**src/rtl/riscv_pkg.sv**
```systemverilog
// rtl/riscv_pkg.sv - shared core constants: PC select codes, opcodes, NOP, fetch FSM states
package riscv_pkg;

    // PC_Control encodings driven by the control unit
    localparam logic [1:0] PC_HOLD   = 2'b00;
    localparam logic [1:0] PC_PLUS4  = 2'b01;
    localparam logic [1:0] PC_BRANCH = 2'b10;
    localparam logic [1:0] PC_JALR   = 2'b11;

    // RV32I major opcodes
    localparam logic [6:0] OPC_LUI    = 7'b0110111;
    localparam logic [6:0] OPC_AUIPC  = 7'b0010111;
    localparam logic [6:0] OPC_JAL    = 7'b1101111;
    localparam logic [6:0] OPC_JALR   = 7'b1100111;
    localparam logic [6:0] OPC_BRANCH = 7'b1100011;
    localparam logic [6:0] OPC_LOAD   = 7'b0000011;
    localparam logic [6:0] OPC_STORE  = 7'b0100011;
    localparam logic [6:0] OPC_OP_IMM = 7'b0010011;
    localparam logic [6:0] OPC_OP     = 7'b0110011;

    // addi x0, x0, 0
    localparam logic [31:0] NOP_INSTR = 32'h0000_0013;

    typedef enum logic [1:0] {
        FETCH_IDLE = 2'd0,
        FETCH_REQ  = 2'd1,
        FETCH_ERR  = 2'd2
    } fetch_state_e;

endpackage

```
**src/rtl/fetch_unit_if.sv**
```systemverilog
// rtl/fetch_unit_if.sv - instruction-memory read bus between fetch unit and memory
// master: fetch unit (drives imem_req/imem_addr, receives imem_rvalid/imem_rdata)
// slave : instruction memory
interface fetch_unit_if #(
    parameter int XLEN = 32
);
    logic            imem_req;
    logic [XLEN-1:0] imem_addr;
    logic            imem_rvalid;
    logic [31:0]     imem_rdata;

    modport master (
        output imem_req,
        output imem_addr,
        input  imem_rvalid,
        input  imem_rdata
    );

    modport slave (
        input  imem_req,
        input  imem_addr,
        output imem_rvalid,
        output imem_rdata
    );
endinterface

```
**src/rtl/pc_next_logic.sv**
```systemverilog
// rtl/pc_next_logic.sv - next-PC target mux with misalignment flag
// in : pc, fetch_pc, pc_control, imm, alu_result
// out: next_pc (target address), misaligned (next_pc[1:0] != 0)
module pc_next_logic
    import riscv_pkg::*;
#(
    parameter int XLEN = 32
) (
    input  logic [XLEN-1:0] pc,
    input  logic [XLEN-1:0] fetch_pc,
    input  logic [1:0]      pc_control,
    input  logic [XLEN-1:0] imm,
    input  logic [XLEN-1:0] alu_result,
    output logic [XLEN-1:0] next_pc,
    output logic            misaligned
);

    always_comb begin
        next_pc = fetch_pc;
        case (pc_control)
            PC_HOLD:   next_pc = fetch_pc;
            PC_PLUS4:  next_pc = pc + XLEN'(4);
            PC_BRANCH: next_pc = pc + imm;
            // JALR clears bit 0 of the computed target
            PC_JALR:   next_pc = alu_result & ~XLEN'(1);
            default:   next_pc = fetch_pc;
        endcase
        misaligned = |next_pc[1:0];
    end

endmodule

```
**src/rtl/fetch_unit.sv**
```systemverilog
// rtl/fetch_unit.sv - instruction fetch stage: PC, imem read sequencing, instruction register
// in : clk, rst (sync active-high), fetch, PC_Control, imm, alu_result, imem.imem_rvalid/imem_rdata
// out: imem.imem_req/imem_addr, instr and decoded fields, pc, pc_plus4, instr_valid, busy, fetch_err
module fetch_unit
    import riscv_pkg::*;
#(
    parameter int              XLEN     = 32,
    parameter logic [XLEN-1:0] RESET_PC = 32'h0000_0000,
    parameter int              TIMEOUT  = 16
) (
    input  logic             clk,
    input  logic             rst,
    input  logic             fetch,
    input  logic [1:0]       PC_Control,
    input  logic [XLEN-1:0]  imm,
    input  logic [XLEN-1:0]  alu_result,
    fetch_unit_if.master     imem,
    output logic [31:0]      instr,
    output logic [6:0]       OPC,
    output logic [2:0]       Func3,
    output logic [6:0]       Func7,
    output logic [4:0]       rd,
    output logic [4:0]       rs1,
    output logic [4:0]       rs2,
    output logic [XLEN-1:0]  pc,
    output logic [XLEN-1:0]  pc_plus4,
    output logic             instr_valid,
    output logic             busy,
    output logic             fetch_err
);

    localparam int            CW       = $clog2(TIMEOUT + 1);
    // count value whose increment reaches TIMEOUT
    localparam logic [CW-1:0] CNT_LAST = CW'(TIMEOUT - 1);

    fetch_state_e    state_q, state_d;
    logic [XLEN-1:0] fetch_pc_q, fetch_pc_d;
    logic [XLEN-1:0] pc_q, pc_d;
    logic [XLEN-1:0] addr_q, addr_d;
    logic [31:0]     instr_q, instr_d;
    logic            req_q, req_d;
    logic            valid_q, valid_d;
    logic            err_q, err_d;
    logic [CW-1:0]   cnt_q, cnt_d;

    logic [XLEN-1:0] next_pc;
    logic            next_misaligned;
    logic            timeout_hit;

    pc_next_logic #(.XLEN(XLEN)) u_pc_next (
        .pc         (pc_q),
        .fetch_pc   (fetch_pc_q),
        .pc_control (PC_Control),
        .imm        (imm),
        .alu_result (alu_result),
        .next_pc    (next_pc),
        .misaligned (next_misaligned)
    );

    assign timeout_hit = (cnt_q == CNT_LAST);

    // state register
    always_ff @(posedge clk) begin
        if (rst) state_q <= FETCH_IDLE;
        else     state_q <= state_d;
    end

    // next-state logic; rvalid takes priority over the timeout on the same edge
    always_comb begin
        state_d = state_q;
        case (state_q)
            FETCH_IDLE: if (fetch) state_d = next_misaligned ? FETCH_ERR : FETCH_REQ;
            FETCH_REQ: begin
                if (imem.imem_rvalid)  state_d = FETCH_IDLE;
                else if (timeout_hit)  state_d = FETCH_ERR;
            end
            FETCH_ERR:  state_d = FETCH_ERR;
            default:    state_d = FETCH_IDLE;
        endcase
    end

    // output / datapath logic
    always_comb begin
        fetch_pc_d = fetch_pc_q;
        pc_d       = pc_q;
        addr_d     = addr_q;
        instr_d    = instr_q;
        req_d      = req_q;
        valid_d    = 1'b0;
        err_d      = err_q;
        cnt_d      = cnt_q;
        case (state_q)
            FETCH_IDLE: begin
                fetch_pc_d = next_pc;
                if (fetch) begin
                    if (next_misaligned) begin
                        err_d = 1'b1;
                    end else begin
                        addr_d = next_pc;
                        req_d  = 1'b1;
                        cnt_d  = '0;
                    end
                end
            end
            FETCH_REQ: begin
                if (imem.imem_rvalid) begin
                    instr_d = imem.imem_rdata;
                    pc_d    = addr_q;
                    valid_d = 1'b1;
                    req_d   = 1'b0;
                end else begin
                    cnt_d = cnt_q + CW'(1);
                    if (timeout_hit) begin
                        req_d = 1'b0;
                        err_d = 1'b1;
                    end
                end
            end
            default: ;
        endcase
    end

    always_ff @(posedge clk) begin
        if (rst) begin
            fetch_pc_q <= RESET_PC;
            pc_q       <= RESET_PC;
            addr_q     <= RESET_PC;
            instr_q    <= NOP_INSTR;
            req_q      <= 1'b0;
            valid_q    <= 1'b0;
            err_q      <= 1'b0;
            cnt_q      <= '0;
        end else begin
            fetch_pc_q <= fetch_pc_d;
            pc_q       <= pc_d;
            addr_q     <= addr_d;
            instr_q    <= instr_d;
            req_q      <= req_d;
            valid_q    <= valid_d;
            err_q      <= err_d;
            cnt_q      <= cnt_d;
        end
    end

    assign imem.imem_req  = req_q;
    assign imem.imem_addr = addr_q;
    assign instr          = instr_q;
    assign OPC            = instr_q[6:0];
    assign rd             = instr_q[11:7];
    assign Func3          = instr_q[14:12];
    assign rs1            = instr_q[19:15];
    assign rs2            = instr_q[24:20];
    assign Func7          = instr_q[31:25];
    assign pc             = pc_q;
    assign pc_plus4       = pc_q + XLEN'(4);
    assign instr_valid    = valid_q;
    assign busy           = (state_q == FETCH_REQ);
    assign fetch_err      = err_q;

endmodule

```
**src/flat_wrapper.sv**
```systemverilog
// flat-port wrapper written by rule: the top's interface ports become plain ports
module fetch_unit_flat import riscv_pkg::*;
#(
    parameter int              XLEN     = 32,
    parameter logic [XLEN-1:0] RESET_PC = 32'h0000_0000,
    parameter int              TIMEOUT  = 16
)
  (clk, rst, fetch, PC_Control, imm, alu_result, instr, OPC, Func3, Func7, rd, rs1, rs2, pc, pc_plus4, instr_valid, busy, fetch_err, imem_imem_req, imem_imem_addr, imem_imem_rvalid, imem_imem_rdata);
  fetch_unit_if #(.XLEN(XLEN)) imem_i ();
  input  logic clk;
  input  logic rst;
  input  logic fetch;
  input  logic [1:0] PC_Control;
  input  logic [XLEN-1:0] imm;
  input  logic [XLEN-1:0] alu_result;
  output logic [31:0] instr;
  output logic [6:0] OPC;
  output logic [2:0] Func3;
  output logic [6:0] Func7;
  output logic [4:0] rd;
  output logic [4:0] rs1;
  output logic [4:0] rs2;
  output logic [XLEN-1:0] pc;
  output logic [XLEN-1:0] pc_plus4;
  output logic instr_valid;
  output logic busy;
  output logic fetch_err;
  output wire logic [$bits(imem_i.imem_req)-1:0] imem_imem_req;
  output wire logic [$bits(imem_i.imem_addr)-1:0] imem_imem_addr;
  input wire logic [$bits(imem_i.imem_rvalid)-1:0] imem_imem_rvalid;
  input wire logic [$bits(imem_i.imem_rdata)-1:0] imem_imem_rdata;
  assign imem_imem_req = imem_i.imem_req;
  assign imem_imem_addr = imem_i.imem_addr;
  assign imem_i.imem_rvalid = imem_imem_rvalid;
  assign imem_i.imem_rdata = imem_imem_rdata;
  fetch_unit #(.XLEN(XLEN), .RESET_PC(RESET_PC), .TIMEOUT(TIMEOUT)) u_core (.clk(clk), .rst(rst), .fetch(fetch), .PC_Control(PC_Control), .imm(imm), .alu_result(alu_result), .imem(imem_i), .instr(instr), .OPC(OPC), .Func3(Func3), .Func7(Func7), .rd(rd), .rs1(rs1), .rs2(rs2), .pc(pc), .pc_plus4(pc_plus4), .instr_valid(instr_valid), .busy(busy), .fetch_err(fetch_err));
endmodule
```
**config.mk**
```make
export PLATFORM = sky130hd
export DESIGN_NAME = fetch_unit_flat
export DESIGN_NICKNAME = d
export VERILOG_FILES = /design/src/rtl/riscv_pkg.sv /design/src/rtl/fetch_unit_if.sv /design/src/rtl/pc_next_logic.sv /design/src/rtl/fetch_unit.sv /design/src/flat_wrapper.sv
export SDC_FILE = /design/constraint.sdc
export NUM_CORES = 1
export LEC_CHECK = 0
export CORE_AREA = 2 2 172 132
export DETAILED_ROUTE_END_ITERATION = 8
export DIE_AREA = 0 0 174 134
export GPL_TIMING_DRIVEN = 0
export PLACE_DENSITY = 0.8
export SLEW_MARGIN = 10
export SYNTH_ARGS = -nofsm -noshare
export SYNTH_HDL_FRONTEND = slang
export SYNTH_SLANG_ARGS = --single-unit
```
**constraint.sdc**
```tcl
create_clock -name clk -period 3.5 [get_ports clk]
set_input_delay 0.7 -clock clk [delete_from_list [all_inputs] [get_ports clk]]
set_output_delay 0.7 -clock clk [all_outputs]
set_load 0.005 [all_outputs]
```
==> reports/metrics.cfg <==
[global_route]
antenna_found_initial=0
grt_use_total_pct=27.4
grt_pass1_wl_um=49600
grt_start_max_net_pins=17
first_global_vias=8745
gr-total-overflow=0

[timing]
finalCriticalPeriod_ps=3470
tns_ps=0
rsz0062_at_grt=no
setup_viol=0
worst_pin_slew_ps=986
fin_ws_ps=28.9
maxSlewHeadroom_pct=34.3
clock_skew_ps=11.4
finalHoldViolations=0
max_freq_mhz=288
fin_crit_sh_pct=99.2
slew_viol_final=0

[cells_and_area]
n_fill_cell=2003
area.growth.synth_to_final_pct=44.5
drive_above_1_share_pct=11.4
final_cell_mix=clkdlybuf4s50_1, nand2_1, dfxtp_1, a21oi_1, nor2_1
diodes=0
final_common_cell=clkdlybuf4s50_1
multiInputGateArea_mm2=0.00520
stdcell_count=1683
final_area_mm2=0.0123
ff_latch_area_mm2=0.00278
nets=1513

[synthesis]
async_reset_ff_share_pct=0
synth_fp_nets=1221
syn_avg_cell_area_um2=7.87
synth-edff-count=0
synth_seq_cells=138
ys_seq_area_share_pct=32.4
ys.flop_type=dfxtp_1
synthCells=1084
yosys_warnings=0
synth_cell_type_count=78
synth.cell_area_mm2=0.00853

[critical_path]
cp.arrival_ps=3810
r2r-end=u_core.imem.imem_addr[9]
slowest_delay_ps=490
cp_slowest_cell=mux4_2
r2r_cells=11
rrSetupSlack_ps=270
crit_start=imm[0]
required_ps=3840
crit_type=in2reg
r2r-start=u_core.pc[0]
path_cells=clkdlybuf4s50_1 > ha_1 > inv_1 > fa_1 > inv_1 > mux4_2 > nor3b_4 > and3_1 > buf_2 > buf_2 > nand3_1 > a21oi_1
critPathMaxFanout=10
start_kind=input port
end_kind=flip-flop

[drt]
drtIter0Drc=1126
drc_errors=0
num_vias=9444
wl_per_cell_um=19.7
via_per_inst=5.61
drtPass1Iterations=8
wl_um=33200
ant_nets=0

[floorplan]
die_area_mm2=0.0233
ios=266
die_width_um=174
start_util_pct=39.4
core_mm2=0.0216
die_h_um=134
rows=47

[power]
p_leak_nw=4.67
power.density_mw_per_mm2=360
irDropWorstVdd_mv=0.275

[cts]
cts.clk_slew.worst_paths_ps=60
cts_tree=yes
clock_sinks=138
cts_inserted_buffers=17
cts_buffer_depth=2
clk_latency_ps=430
clockRootBuffer=clkbuf_16
h-tree-depth=4

[outcome]
status=finished, final reports clean

[place]
gp_congestion=0.994
place_hpwl_um=25100
port_buffers=263
placed_cells_incl_taps=1641
dp_worst_setup_slack_ps=-472
place_area_mm2=0.0115

[min_path]
hold_end=u_core.pc[3]
min_path_cells=2
min_from=u_core.imem.imem_addr[3]
hp-class=reg2reg

[run]
drv_cap=0

## worst max path at each step
stage / to / slack [ps]
finish: u_core.imem.imem_addr[9] / 30
global route: pc_plus4[29] / 4
CTS: u_core.imem.imem_addr[19] / 8
detailed placement: u_core.imem.imem_addr[19] / -470
global placement: u_core.imem.imem_addr[19] / -490
floorplan: u_core.imem.imem_addr[19] / 520
## where the power goes
| group | internal [mW] | switching, mW |
|---|---|---|
| combinational | 0.397 | 0.443 |
| sequential | 1.66 | 0.0707 |
| clock | 1.14 | 0.718 |
## area by class of cell
| type | instances | share of cell area, % |
|---|---|---|
| inverters | 30 | 0.914 |
| clock inverters | 10 | 0.934 |
| well taps | 294 | 2.99 |
| flip-flops and latches | 138 | 22.6 |
| multi-input cells | 810 | 42.2 |
| clock buffers | 22 | 4.01 |
| plain buffers | 106 | 4.39 |
| repair buffers | 273 | 22.0 |
## repair_timing
action / in CTS / in global routing
cloned: 0 / 0
setup buffers: 4 / 6
gates resized for setup: 17 / 18
hold buffers: 0 / 0
setup endpoints to repair: 12 / 24
pin swaps: 2 / 6
## cells by family (layout without fill, tap and decap cells)
| logic type | count (synthesis) | count (layout) | share of synthesized area, % |
|---|---|---|---|
| muxes | 29 | 29 | 5.50 |
| xor gates and xnor gates | 55 | 55 | 5.65 |
| buffers and inverters | 136 | 441 | 7.63 |
| AOI/OAI and AO/OA | 268 | 268 | 20.0 |
| adders and majority gates | 35 | 35 | 5.22 |
| and+or+nand+nor | 423 | 423 | 23.7 |
| DFF | 138 | 138 | 32.4 |
## through the flow
step | util, % | hold slack (ps) | power (mW)
floorplan | - | 432 | 2.16
global route | 56.9 | 480 | 4.58
global placement | 53.3 | 439 | 2.55
CTS | 56.5 | 457 | 4.41
detailed placement | 53.3 | 449 | 2.57
finish | 56.9 | 456 | 4.43
## routing by layer
metal | routed length, µm | GRT usage, %
met1 | 14000 | 37.1
met2 | 14100 | 41.3
met3 | 4070 | 8.33
met4 | 1010 | 9.66
met5 | 0 | 0
## flip-flops by register name, summed over array words and instances (netlist names)
signal and cells:
u_core.cnt_q 5, u_core.instr_valid 1, u_core.fetch_err 1, u_core.fetch_pc_q 32
u_core.instr 32, u_core.imem.imem_addr 32, u_core.imem.imem_req 1, u_core.pc 32
u_core.state_q 2
## critical path: cells and delay by family
family | cells | cell delay (ps)
buffers and inverters | 5 | 1110
adder cells (fa/ha/maj) | 2 | 640
multiplexers | 1 | 490
AND/OR/NAND/NOR | 3 | 630
AO/OA/AOI/OAI | 1 | 220
## synthesized netlist by cell type (6+ instances only)
master | number | area share (%)
a21oi_1 | 119 | 7.0
or3_1 | 9 | 0.66
nor3_1 | 14 | 0.82
nand3b_1 | 25 | 2.2
clkbuf_1 | 48 | 2.1
inv_1 | 30 | 1.3
a21o_1 | 10 | 0.88
xor2_1 | 18 | 1.8
buf_4 | 34 | 3.0
nor2_1 | 63 | 2.8
o31ai_1 | 7 | 0.62
a211oi_1 | 9 | 0.79
o22ai_1 | 6 | 0.44
nand2_1 | 217 | 9.5
xnor2_1 | 37 | 3.8
ha_1 | 34 | 5.0
nand3_1 | 21 | 1.2
o21ai_0 | 42 | 2.5
nand4_1 | 20 | 1.5
nor2b_1 | 7 | 0.51
a31oi_1 | 8 | 0.59
buf_2 | 9 | 0.53
mux4_2 | 14 | 3.7
mux2i_1 | 12 | 1.4
and3_1 | 12 | 0.88
buf_1 | 14 | 0.62
dfxtp_1 | 138 | 32
nand2b_1 | 8 | 0.59
(Power assumes the default switching activity.)
